## config.mk

```make
export PLATFORM = sky130hd
export DESIGN_NAME = freq_meter
export DESIGN_NICKNAME = d
export VERILOG_FILES = /design/src/rtl/freq_meter.sv
export SDC_FILE = /design/constraint.sdc
export NUM_CORES = 1
export LEC_CHECK = 0
export BUFFER_PORTS_ARGS = -buffer_cell sky130_fd_sc_hd__buf_2
export CAP_MARGIN = 20
export CORE_ASPECT_RATIO = 0.7
export CORE_MARGIN = 10
export CORE_UTILIZATION = 49
export DETAILED_ROUTE_END_ITERATION = 8
export GPL_ROUTABILITY_DRIVEN = 0
export PLACE_DENSITY = 0.79
export SETUP_SLACK_MARGIN = 0.05
export SLEW_MARGIN = 25
export SYNTH_ARGS = -nofsm -noshare
export SYNTH_HDL_FRONTEND = slang
export SYNTH_SLANG_ARGS = --single-unit
```

## constraint.sdc

```tcl
create_clock -name clk_in -period 4.7 [get_ports clk_in]
set_input_delay 0.47 -clock clk_in [delete_from_list [all_inputs] [get_ports clk_in]]
set_output_delay 0.47 -clock clk_in [all_outputs]
set_load 0.01 [all_outputs]
```

## src/rtl/freq_meter.sv

```systemverilog
// freq_meter: gated edge-counting frequency meter.
// Counts rising edges of an asynchronous pulse input over a fixed window of
// GATE clk_in cycles and publishes the result with a one-cycle valid strobe.
// Windows run back to back while en stays high; dropping en discards the
// window in progress.
module freq_meter #(
   parameter int GATE   = 1000,
   parameter int GATE_W = 10,
   parameter int WIDTH  = 16
) (
   input  logic             clk_in,
   input  logic             rst_n,
   input  logic             en,
   input  logic             sig_in,
   output logic [WIDTH-1:0] count,
   output logic             valid,
   output logic             ovf,
   output logic             busy
);

   typedef enum logic {
      S_IDLE = 1'b0,
      S_GATE = 1'b1
   } state_t;

   // Last value of the window counter inside a window.
   localparam logic [GATE_W-1:0] GCNT_LAST = GATE_W'(GATE - 1);
   // Saturation value of the edge counter.
   localparam logic [WIDTH-1:0]  ECNT_MAX  = {WIDTH{1'b1}};

   state_t              state;
   state_t              state_next;

   logic                s1;
   logic                s2;
   logic                s3;
   logic                rise;

   logic [GATE_W-1:0]   gcnt;
   logic [WIDTH-1:0]    ecnt;
   logic                osat;

   logic                ecnt_full;
   logic                last_cycle;
   logic                counting;

   // Two-flop synchronizer for sig_in plus one delay stage for edge detection.
   always_ff @(posedge clk_in or negedge rst_n) begin
      if (!rst_n) begin
         s1 <= 1'b0;
         s2 <= 1'b0;
         s3 <= 1'b0;
      end else begin
         s1 <= sig_in;
         s2 <= s1;
         s3 <= s2;
      end
   end

   assign rise      = s2 & ~s3;
   assign ecnt_full = (ecnt == ECNT_MAX);

   // FSM state register.
   always_ff @(posedge clk_in or negedge rst_n) begin
      if (!rst_n) begin
         state <= S_IDLE;
      end else begin
         state <= state_next;
      end
   end

   // FSM next state and window-control decodes.
   // last_cycle: this edge closes a completed window.
   // counting:   this edge is inside a window that continues afterwards.
   always_comb begin
      state_next = state;
      busy       = 1'b0;
      last_cycle = 1'b0;
      counting   = 1'b0;
      case (state)
         S_IDLE: begin
            if (en) begin
               state_next = S_GATE;
            end
         end
         S_GATE: begin
            busy = 1'b1;
            if (!en) begin
               // Abort: the partial window is thrown away.
               state_next = S_IDLE;
            end else if (gcnt == GCNT_LAST) begin
               // Window ends; the next one starts immediately.
               last_cycle = 1'b1;
            end else begin
               counting   = 1'b1;
            end
         end
         default: begin
            state_next = S_IDLE;
         end
      endcase
   end

   // Window counter: runs 0 .. GATE-1 inside a window, cleared otherwise.
   always_ff @(posedge clk_in or negedge rst_n) begin
      if (!rst_n) begin
         gcnt <= '0;
      end else if (counting) begin
         gcnt <= gcnt + GATE_W'(1);
      end else begin
         gcnt <= '0;
      end
   end

   // Saturating edge counter and its overflow flag for the open window.
   always_ff @(posedge clk_in or negedge rst_n) begin
      if (!rst_n) begin
         ecnt <= '0;
         osat <= 1'b0;
      end else if (counting) begin
         if (rise) begin
            if (ecnt_full) begin
               osat <= 1'b1;
            end else begin
               ecnt <= ecnt + WIDTH'(1);
            end
         end
      end else begin
         ecnt <= '0;
         osat <= 1'b0;
      end
   end

   // Publish the result at the end of a window; a rise in the final cycle
   // still belongs to the window that is closing.
   always_ff @(posedge clk_in or negedge rst_n) begin
      if (!rst_n) begin
         count <= '0;
         ovf   <= 1'b0;
         valid <= 1'b0;
      end else begin
         valid <= last_cycle;
         if (last_cycle) begin
            if (rise && ecnt_full) begin
               count <= ECNT_MAX;
               ovf   <= 1'b1;
            end else begin
               count <= ecnt + WIDTH'(rise);
               ovf   <= osat;
            end
         end
      end
   end

endmodule

```

==> flow_summary.toml <==
[critical_path]
cp_max_fo = 8
worstPathArrival_ns = 2.28
required_ns = 4.86
crit_path_end_kind = "register"
critPathKind = "reg2reg"
start_kind = "register"

[timing]
hold_viol = 0
period_share_pct = 45.0
grt_setup_unrepaired = "false"
slew-limit-headroom_pct = 41.9
setup_viol = 0
setup_tns_ns = 0
slew_viol_final = 0
finalCriticalPeriod_ns = 2.12
setup_slack_ns = 2.58
fin_skew_ns = 0.0133
worstMarginPinSlew_ns = 0.868
max_freq_mhz = 472

[clocking]
cts_num_sinks = 49
cts_hold_buffers = 0
cts_setup_buffers = 0
clkLatencyLatePin_ns = 0.31
ctsRootBufferMaster = "clkbuf_8"
cts_tree = "built"
cts_max_level = 2
cts_resized = 0
clock_path_buffers = 2
clk_pin_slew_ns = 0.10
cts_buffers = 5

[synth]
syn_inst = 256
synthAdderAreaFrac_pct = 1.96
synth_xor_area_share_pct = 7.21
synth-edff-count = 0
synth.distinct_cells = 42
synth_top_family_by_area = "simple AND/OR/NAND/NOR gates"
synthFlopType = "dfrtp_1"
async_flop_share_pct = 100
yosys_warnings = 0
synth_compound_area_share_pct = 10.6
synth_mux_area_share_pct = 1.18
yosys.area_share.simple_pct = 26.1
seq_area_frac_synth_pct = 48.1
netlist_area_um2 = 2550
ys_seq_elements = 49
syn-mean-instance-area_um2 = 9.96
syn-num-nets = 264

[place]
place_ws_ns = 2.59
place_hpwl_um = 3650
place.port_buffers = 22
dpl_cell_area_um2 = 2660

[detailed_routing]
vias_per_cell = 5.67
drt_iter0_markers = 117
detail-route-antenna-nets = 0
drt_wl_total_um = 5150
routedWlPerCell_um = 14.9
num_vias = 1955
firstDrtPassIters = 4
drcViolationCount = 0

[floorplan]
start_util_pct = 51.9
rows = 21
core_um2 = 4910
chipWidth_um = 106
ios = 23
fp.dieH_um = 80.4
die_area_um2 = 8540

[power_and_ir_drop]
clkPwrFrac_pct = 40.3
power.switching_uw = 163
max-vdd-ir-drop_uv = 174
combPwrFrac_pct = 3.0
internal-power_uw = 589
swShare_pct = 21.7
p_leak_uw = 0.00115
seq_power_share_pct = 56.7
p_per_area_nw_per_um2 = 270
p_total_uw = 752

[layout]
diodes = 0
final_cell_mix = "dfrtp_1 (49), a21oi_1 (31), nor2_1 (30)"
final_layout_size_suffix_gt1_share_pct = 15.6
syn_to_final_growth_pct = 9.32
fin_area_um2 = 2790
final_net_count = 283
layout_commonest_cell = "dfrtp_1"

[worst_hold_path]
min_path_type = "in2async"

[global_routing]
track_usage_pct = 13.0
grt_max_degree = 50
grt-ovfl-total = 0
grt_pass1_wl_um = 9150
grt_pass1_vias = 1907
antenna_found_initial = 0

[run_status]
outcome = "finished, final reports clean"

[job]
timing.max_cap.violations = 0
-- power by group through the flow --
stage                     clock network [uW]  logic [uW]  registers (uW)
after floorplan                            0        9.04             434
after global placement                     0        22.9             434
after detailed placement                   0        23.8             434
after CTS                                312        23.9             426
after global routing                     327        26.6             426
final                                    303        22.7             426
-- registers in the layout (all words and copies together), names as in the netlist --
signal / flops
count: 16
ecnt: 16
gcnt: 10
osat: 1
ovf: 1
s1: 1
s2: 1
s3: 1
state: 1
valid: 1
-- critical path, cell delays in order (launching register included) --
cell      delay [ns]
dfrtp_1         0.36
nand2b_1        0.26
inv_1           0.21
ha_1            0.19
nand3_1         0.24
nor4_1          0.47
xnor2_1         0.18
a21oi_1         0.08
-- routing by layer --
metal,share of wire (%),track usage [%],vias up
li1,-,-,963
met1,49,17.1,936
met2,43,19.6,50
met3,6.8,3.51,6
met4,1.0,5.39,0
met5,0,0,-
-- cells in the mapped netlist (5+ instances only) --
cell     instances  area [um2]
or3_1            9        56.3
nor3_1           7        35.0
nand2_1         16        60.1
o31ai_1          5        37.5
nor2_1          30         113
nand3_1          6        30.0
xnor2_1         18         158
o21ai_0          8        40.0
buf_6            5        56.3
dfrtp_1         49        1230
nand4_1         11        68.8
nor4_1           5        31.3
a21oi_1         32         160
-- path summary, 6_finish.rpt --
kind	end	start	slack, ns	cells past startpoint
worst max-delay path	count[15]$_DFFE_PN0P_	s3$_DFF_PN0_	2.58	7
worst min-delay path	count[3]$_DFFE_PN0P_	rst_n	0.25	2
worst max register to register	count[15]$_DFFE_PN0P_	s3$_DFF_PN0_	2.58	7
worst min register to register	s2$_DFF_PN0_	s1$_DFF_PN0_	0.36	0
max in group asynchronous	gcnt[9]$_DFF_PN0_	rst_n	4.04	2
min in group clk_in	s1$_DFF_PN0_	sig_in	0.27	1
-- layout make-up --
cell class / instances / area [um2]
sequential: 49 / 1230
timing repair buffer: 25 / 136
clock buffer: 5 / 68.8
fill: 442 / 2130
tap: 69 / 86.3
clock inverter: 3 / 46.3
inverter: 4 / 15.0
multi-input combinational: 190 / 1210
-- cell families after synthesis --
| group | after synthesis |
|---|---|
| AND/OR/NAND/NOR | 113 |
| AO/OA/AOI/OAI | 49 |
| flip-flops | 49 |
| XOR/XNOR | 21 |
| buffers and inverters | 17 |
| adder cells (fa/ha/maj) | 4 |
| multiplexers | 3 |
-- through the flow --
| step | hold WS (ns) | instances | util, % |
|---|---|---|---|
| after floorplan | 0.174 | 256 | - |
| after global placement | 0.337 | 336 | 54.1 |
| after detailed placement | 0.339 | 336 | 54.2 |
| after CTS | 0.264 | 344 | 56.5 |
| after global routing | 0.265 | 345 | 56.7 |
| final | 0.248 | 345 | 56.7 |
Power figures use the tool's default switching activity.
